$ cat config.mk
export PLATFORM = sky130hd
export DESIGN_NAME = pipe_hazard_ctrl
export DESIGN_NICKNAME = d
export VERILOG_FILES = /design/src/rtl/pipe_pkg.sv /design/src/rtl/pipe_hazard_ctrl_hazard_detect.sv /design/src/rtl/pipe_hazard_ctrl.sv
export SDC_FILE = /design/constraint.sdc
export NUM_CORES = 1
export LEC_CHECK = 0
export BUFFER_PORTS_ARGS = -buffer_cell sky130_fd_sc_hd__buf_2
export CORE_MARGIN = 1.5
export CORE_UTILIZATION = 53
export DETAILED_ROUTE_END_ITERATION = 7
export PLACE_DENSITY_LB_ADDON = 0.15
export SYNTH_ARGS = -nofsm -noshare
export SYNTH_HDL_FRONTEND = slang
export SYNTH_SLANG_ARGS = --single-unit
$ cat constraint.sdc
create_clock -name clk -period 3.5 [get_ports clk]
set_input_delay 0.175 -clock clk [delete_from_list [all_inputs] [get_ports clk]]
set_output_delay 0.175 -clock clk [all_outputs]
set_load 0.01 [all_outputs]
$ cat src/rtl/pipe_pkg.sv
// rtl/pipe_pkg.sv - shared types and constants for the pipeline hazard control slice
package pipe_pkg;

  localparam int REG_ADDR_W = 5;
  localparam int XLEN       = 64;

  typedef enum logic [1:0] {
    RUN      = 2'd0,
    MEM_WAIT = 2'd1,
    ERR      = 2'd2
  } pctl_state_t;

endpackage

$ cat src/rtl/pipe_hazard_ctrl_hazard_detect.sv
// rtl/pipe_hazard_ctrl_hazard_detect.sv - load-use hazard compare between ID sources and EX load destination
module hazard_detect
  import pipe_pkg::*;
(
  input  logic [REG_ADDR_W-1:0] i_rs1,
  input  logic [REG_ADDR_W-1:0] i_rs2,
  input  logic                  i_rs1_used,
  input  logic                  i_rs2_used,
  input  logic [REG_ADDR_W-1:0] i_ex_rd,
  input  logic                  i_ex_mem_read,
  output logic                  o_load_use
);

  logic w_rs1_hit;
  logic w_rs2_hit;

  // x0 never carries a real dependency, so a load to x0 cannot stall
  always_comb begin
    w_rs1_hit  = i_rs1_used && (i_rs1 == i_ex_rd);
    w_rs2_hit  = i_rs2_used && (i_rs2 == i_ex_rd);
    o_load_use = i_ex_mem_read && (i_ex_rd != '0) && (w_rs1_hit || w_rs2_hit);
  end

endmodule

$ cat src/rtl/pipe_hazard_ctrl.sv
// rtl/pipe_hazard_ctrl.sv - stall/flush sequencer with dmem wait FSM, timeout and perf counters
module pipe_hazard_ctrl
  import pipe_pkg::*;
#(
  parameter int TIMEOUT = 256,
  parameter int CNT_W   = 32
) (
  input  logic                  clk,
  input  logic                  rst,
  input  logic [REG_ADDR_W-1:0] if_id_rs1,
  input  logic [REG_ADDR_W-1:0] if_id_rs2,
  input  logic                  if_id_rs1_used,
  input  logic                  if_id_rs2_used,
  input  logic [REG_ADDR_W-1:0] id_ex_rd,
  input  logic                  id_ex_mem_read,
  input  logic                  ex_branch_taken,
  input  logic                  ex_mem_mem_req,
  input  logic                  dmem_ack,
  output logic                  dmem_req,
  output logic                  pc_en,
  output logic                  if_id_en,
  output logic                  if_id_flush,
  output logic                  id_ex_en,
  output logic                  id_ex_flush,
  output logic                  ex_mem_en,
  output logic                  mem_wb_bubble,
  output logic                  mem_err,
  output logic [CNT_W-1:0]      stall_cnt,
  output logic [CNT_W-1:0]      flush_cnt
);

  localparam int TW = $clog2(TIMEOUT);

  pctl_state_t    r_state;
  pctl_state_t    w_next_state;
  logic [TW-1:0]  r_wait_cnt;
  logic           r_mem_err;
  logic [CNT_W-1:0] r_stall_cnt;
  logic [CNT_W-1:0] r_flush_cnt;
  logic           w_load_use;
  logic           w_mem_stall;
  logic           w_flush_inc;

  hazard_detect u_hazard_detect (
    .i_rs1         (if_id_rs1),
    .i_rs2         (if_id_rs2),
    .i_rs1_used    (if_id_rs1_used),
    .i_rs2_used    (if_id_rs2_used),
    .i_ex_rd       (id_ex_rd),
    .i_ex_mem_read (id_ex_mem_read),
    .o_load_use    (w_load_use)
  );

  // State register; ERR is only left through reset
  always_ff @(posedge clk or posedge rst) begin
    if (rst) r_state <= RUN;
    else     r_state <= w_next_state;
  end

  // Next state plus same-cycle pipeline controls, priority ERR > mem stall > branch > load-use
  always_comb begin
    w_next_state  = r_state;
    w_mem_stall   = ex_mem_mem_req && !dmem_ack;
    w_flush_inc   = 1'b0;
    dmem_req      = ex_mem_mem_req;
    pc_en         = 1'b1;
    if_id_en      = 1'b1;
    if_id_flush   = 1'b0;
    id_ex_en      = 1'b1;
    id_ex_flush   = 1'b0;
    ex_mem_en     = 1'b1;
    mem_wb_bubble = 1'b0;

    case (r_state)
      RUN: begin
        if (w_mem_stall) w_next_state = MEM_WAIT;
      end
      MEM_WAIT: begin
        // a request withdrawn without ack is tolerated and simply ends the wait
        if (dmem_ack || !ex_mem_mem_req)           w_next_state = RUN;
        else if (r_wait_cnt == TW'(TIMEOUT - 1))   w_next_state = ERR;
      end
      default: w_next_state = ERR;
    endcase

    if (rst) begin
      dmem_req      = 1'b0;
      pc_en         = 1'b0;
      if_id_en      = 1'b0;
      if_id_flush   = 1'b1;
      id_ex_en      = 1'b0;
      id_ex_flush   = 1'b1;
      ex_mem_en     = 1'b0;
      mem_wb_bubble = 1'b1;
    end else if (r_state == ERR) begin
      dmem_req      = 1'b0;
      pc_en         = 1'b0;
      if_id_en      = 1'b0;
      id_ex_en      = 1'b0;
      ex_mem_en     = 1'b0;
      mem_wb_bubble = 1'b1;
    end else if (w_mem_stall) begin
      pc_en         = 1'b0;
      if_id_en      = 1'b0;
      id_ex_en      = 1'b0;
      ex_mem_en     = 1'b0;
      mem_wb_bubble = 1'b1;
    end else if (ex_branch_taken) begin
      if_id_flush   = 1'b1;
      id_ex_flush   = 1'b1;
      w_flush_inc   = 1'b1;
    end else if (w_load_use) begin
      pc_en         = 1'b0;
      if_id_en      = 1'b0;
      id_ex_flush   = 1'b1;
    end
  end

  // Wait counter reads 1 on the first MEM_WAIT cycle because every RUN cycle preloads it
  always_ff @(posedge clk or posedge rst) begin
    if (rst)                     r_wait_cnt <= '0;
    else if (r_state == RUN)     r_wait_cnt <= TW'(1);
    else if (r_state == MEM_WAIT) r_wait_cnt <= r_wait_cnt + TW'(1);
  end

  // Sticky timeout flag, raised as the FSM enters ERR
  always_ff @(posedge clk or posedge rst) begin
    if (rst)                                           r_mem_err <= 1'b0;
    else if (r_state == MEM_WAIT && w_next_state == ERR) r_mem_err <= 1'b1;
  end

  // Saturating counters: frozen-PC cycles and taken-branch flushes
  always_ff @(posedge clk or posedge rst) begin
    if (rst) begin
      r_stall_cnt <= '0;
      r_flush_cnt <= '0;
    end else begin
      if (!pc_en && r_stall_cnt != '1) r_stall_cnt <= r_stall_cnt + CNT_W'(1);
      if (w_flush_inc && r_flush_cnt != '1) r_flush_cnt <= r_flush_cnt + CNT_W'(1);
    end
  end

  assign mem_err   = r_mem_err;
  assign stall_cnt = r_stall_cnt;
  assign flush_cnt = r_flush_cnt;

endmodule

# == Word level (Yosys, flattened, before mapping) ==
# Index checks and enable logic that the tools add are counted.
# totals
in_bits,23
word_cells,61
output_inout_bits,73
register_bits,75
# op_classes
n_reduce_logical,16
n_eq_ne,8
mux,29
n_addsub,3
# ops
operator,count
$add 32x1->32 const B,2
$ne 32x32->1 const B,2
$mux 1,23
$mux 8,2
$eq 5x5->1,2
$add 8x1->8 const B,1
$eq 8x8->1 const B,1
$logic_and 1x1->1,8
$mux 2,3
$reduce_bool 5->1,1
$eq 2x2->1 const B,2
$pmux 2 s2,1
$logic_not 1->1,3
$eq 2x1->1 const B,1
$logic_not 2->1,1
$logic_or 1x1->1,2
$reduce_bool 2->1,1

# == Longest topological paths before layout ==
# depth
depth_word,11
depth_mapped,9
mapped_depth_nobuf,7

# == Modules after synthesis ==
# From an unflattened synthesis, not the netlist that was laid out.
# hier_totals
cells_unflattened,350
hier_area_um2,3741.1
# by_module_without_submodules
mod,n_inst,cells_per_inst,area_each_um2
pipe_hazard_ctrl,1,333,3607.2
hazard_detect,1,17,133.9

# == Least setup slack after synthesis ==
# OpenSTA, ideal clock, no wires.
# synth_path
path_type,input port to flip-flop
startpoint,in rst
endpoint,reg r_flush_cnt[27] (netlist: flush_cnt[27])
slack_ps,106
t_arrival_ps,3267
t_required_ps,3373
setup_time_ps,127
path_stages,6
cell_sequence,inv_1 > nand4_1 > nor4b_2 > buf_2 > nand3_1 > xnor2_1
# synth_between
elab_chain_len,2
# synth_lines
element,line_no,text
start: declaration,pipe_hazard_ctrl.sv:9,"input logic rst,"
$mux 1,pipe_hazard_ctrl.sv:86,if (rst) begin
$logic_and 1x1->1,pipe_hazard_ctrl.sv:139,if (w_flush_inc && r_flush_cnt != '1) r_flush_cnt <= r_flush_cnt + CNT_W'(1);
end signal: assignment,pipe_hazard_ctrl.sv:139,
end: declaration,pipe_hazard_ctrl.sv:39,logic [CNT_W-1:0] r_flush_cnt;
# No other way between the ends.
# A chain may end at the register's enable or synchronous reset.

# == Worst setup path after layout ==
# layout_path
startpoint,reg r_flush_cnt[0] (netlist: flush_cnt[0])
endpoint,reg r_flush_cnt[11] (netlist: flush_cnt[11])
# layout_between
elab_chain_len,2
elab_cells_between_ends,3
cone_classes,add/sub (1); eq/ne (1); reduce/logical (1)
# layout_lines
element
branches (longest 2 deep; another with $add 32x1->32)
# Several ways; the timed one is not identified.

==> impl_metrics.env <==
export IMPL_status="complete, no violations"
export IMPL_design_final_nets=496
export IMPL_area_growth_pct=19.4
export IMPL_antenna_found_initial=0
export IMPL_tightestPinTransition_ps=1140
export IMPL_hold_viol_final=0
export IMPL_floorplan_die_width_um=88.5
export IMPL_post_route_worst_setup_slack_ps=957
export IMPL_met2_usage_pct=34.3
export IMPL_yosys_area_top_type="sky130_fd_sc_hd__dfrtp_1"
export IMPL_postRouteAntennaNets=0
export IMPL_grt_first_pass_wirelength_mm=13.4
export IMPL_synth_ff_latch_count=75
export IMPL_floorplan_die_height_um=88.5
export IMPL_num_rows=30
export IMPL_drt_first_pass_iters=4
export IMPL_layout_drive_gt1_share_pct=28.2
export IMPL_dpl_cell_area_um2=4430
export IMPL_grt_max_degree=78
export IMPL_cts_path_max_buffers=2
export IMPL_synthDistinctLibCells=47
export IMPL_final_setup_skew_ps=8.87
export IMPL_insertion_delay_ps=340
export IMPL_design_area_final_um2=4630
export IMPL_grt_overflow=0
export IMPL_reg2reg_slack_ps=960
export IMPL_drt_wirelength_per_cell_um=13.9
export IMPL_end_kind="flip-flop"
export IMPL_synthesis_area_um2=3870
export IMPL_asyncSetResetFlopFracSynth_pct=100
export IMPL_dp_final_hpwl_mm=5.86
export IMPL_rsz0062_at_grt="false"
export IMPL_setup_repair_bufs_after_cts=0
export IMPL_top_fanout_value_on_the_critical_path=12
export IMPL_worst_setup_path_start_kind="flip-flop"
export IMPL_core_region_area_um2=6940
export IMPL_totalWireLength_mm=7.96
export IMPL_drv_slew=0
export IMPL_timing_max_cap_violations=0
export IMPL_insertedDiodeCount=0
export IMPL_yosysTopAreaCellShare_pct=48.4
export IMPL_cellPowerDensity_nw_per_um2=412
export IMPL_layout_worst_path_cycle_share_pct=72.6
export IMPL_number_of_top_level_pins=96
export IMPL_min_path_type="input port to asynchronous set/reset pin"
export IMPL_cts_hold_repair_buffers=0
export IMPL_global_route_usage_met1_pct=30.4
export IMPL_netlist_top_cells_count="sky130_fd_sc_hd__dfrtp_1, sky130_fd_sc_hd__xnor2_1, sky130_fd_sc_hd__nand3_1"
export IMPL_fin_crit_ps=2540
export IMPL_leakage_nw=2.15
export IMPL_synthesis_area_per_instance_um2=10.4
export IMPL_drc_marker_count_from_the_first_detailed_route_iteration=119
export IMPL_synth_seq_area_share_pct=48.4
export IMPL_slew_limit_headroom_pct=23.8
export IMPL_setup_violations_final=0
export IMPL_clock_slew_at_reported_path_ffs_ps=80
export IMPL_critPathRequiredTime_ps=3720
export IMPL_post_synth_main_area_contributors="sky130_fd_sc_hd__dfrtp_1, sky130_fd_sc_hd__xnor2_1, sky130_fd_sc_hd__xor2_1"
export IMPL_global_route_usage_met3_pct=3.54
export IMPL_route_detailed_vias_per_inst=5.36
export IMPL_max_freq_mhz=393
export IMPL_synth_edf_count=0
export IMPL_cells_after_synth=371
export IMPL_pre_cts_slack_ps=981
export IMPL_worstSetupPathType="flip-flop to flip-flop"
export IMPL_global_route_peak_usage_layer="met2"
export IMPL_most_common_cell_in_the_synthesized_netlist="sky130_fd_sc_hd__dfrtp_1"
export IMPL_post_route_drc_count=0
export IMPL_vias=3061
export IMPL_clock_tree_htree_level_count=3
export IMPL_grt_pass1_vias=2902
export IMPL_cts_made_buffers=9
export IMPL_synth_ff_type="sky130_fd_sc_hd__dfrtp_1"
export IMPL_worst_ep_arrival_time_ps=2770
export IMPL_gpl_final_weighted_congestion=0.799
export IMPL_cts_sinks=75
export IMPL_starting_density_of_the_core_pct=55.8
export IMPL_portBuffers=95
export IMPL_cts_resized_gates=0
export IMPL_design_die_area_um2=7830
export IMPL_ctsRootBufferMaster="sky130_fd_sc_hd__clkbuf_8"
export IMPL_yosys_warnings=0
export IMPL_grt_util_all_layers_pct=21.9
export IMPL_vdd_ir_drop_worst_uv=286
export IMPL_synth_nets=397
export IMPL_timing_setup_tns_ps=0
export IMPL_cts_tree="yes"
## power breakdown
part           switching [mW]  internal, mW  total [mW]
clock network           0.313         0.345       0.659
logic                   0.133         0.107       0.240
registers              0.0804         0.929        1.01
## registers in the layout, summed over array words and instances (netlist names)
signal      count
flush_cnt      32
stall_cnt      32
r_state         2
mem_err         1
r_wait_cnt      8
## worst max-delay path: stages, from the launching register on
cell                      delay (ps)
sky130_fd_sc_hd__dfrtp_1         420
sky130_fd_sc_hd__ha_1            230
sky130_fd_sc_hd__and3_1          200
sky130_fd_sc_hd__nand4_1         160
sky130_fd_sc_hd__nor3_2           90
sky130_fd_sc_hd__nor4b_2         930
sky130_fd_sc_hd__nand3_1         210
sky130_fd_sc_hd__xnor2_1         170
## through the flow
stage          power (mW)  hold slack, ps  util, %  instances
2_1_floorplan        1.15             411        -        371
3_3_place_gp         1.26             450     63.8        555
3_5_place_dp         1.27             441     63.8        555
4_1_cts              1.92             184     66.6        571
5_1_grt              1.99             240     66.6        571
6_report             1.91             123     66.6        571
## worst paths after layout
| check | from | endpoint | cells after the start |
|---|---|---|---|
| max in group asynchronous | rst | stall_cnt[1] | 3 |
| worst max-delay path | flush_cnt[0] | flush_cnt[11] | 7 |
| worst min-delay path | rst | flush_cnt[0] | 3 |
| worst min register to register | mem_err | mem_err | 1 |
| worst max register to register | flush_cnt[0] | flush_cnt[11] | 7 |
| min in group clk | ex_mem_mem_req | r_state[0] | 3 |
## placed cells by master (no fill, tap or decap), drive strengths merged
cell type | netlist | layout
bufinv | 0 | 1
nand4b | 2 | 2
nand2b | 3 | 3
nor2b | 2 | 2
xnor2 | 42 | 42
o31ai | 1 | 1
a21oi | 2 | 2
nor4b | 5 | 5
and2 | 1 | 1
buf | 10 | 99
o21ai | 4 | 4
mux2i | 2 | 2
or2 | 1 | 1
nor4 | 12 | 12
nand2 | 30 | 30
clkbuf | 1 | 11
nor2 | 24 | 24
and3 | 13 | 13
inv | 11 | 11
a21o | 4 | 4
clkinv | 0 | 3
or4 | 2 | 2
mux2 | 2 | 2
a41oi | 1 | 1
clkinvlp | 0 | 1
nand4 | 18 | 18
dfrtp | 75 | 75
o22ai | 1 | 1
nor3b | 3 | 3
or3 | 3 | 3
nand3b | 2 | 2
nand3 | 36 | 36
ha | 3 | 3
xor2 | 31 | 31
nor3 | 16 | 16
a22o | 3 | 3
and4 | 5 | 5
## metal layers
metal | vias up | share of wire (%)
li1 | 1507 | -
met1 | 1460 | 49
met2 | 82 | 46
met3 | 12 | 3.9
met4 | 0 | 1.5
met5 | - | 0
## area by class of cell
class / instances / area, um2
Fill cell: 582 / 2320
Multi-Input combinational cell: 274 / 1890
Sequential cell: 75 / 1880
Timing Repair Buffer: 99 / 505
Clock buffer: 11 / 141
Tap cell: 96 / 120
Clock inverter: 5 / 52.6
Inverter: 11 / 41.3
## kinds of logic after synthesis
group | share of synthesized area, %
xor+xnor | 16.5
simple gates | 27.3
mux | 1.10
fa+ha+maj | 0.969
buf+inv | 2.78
flops | 48.4
compound gates | 2.91
(Power assumes the default switching activity.)
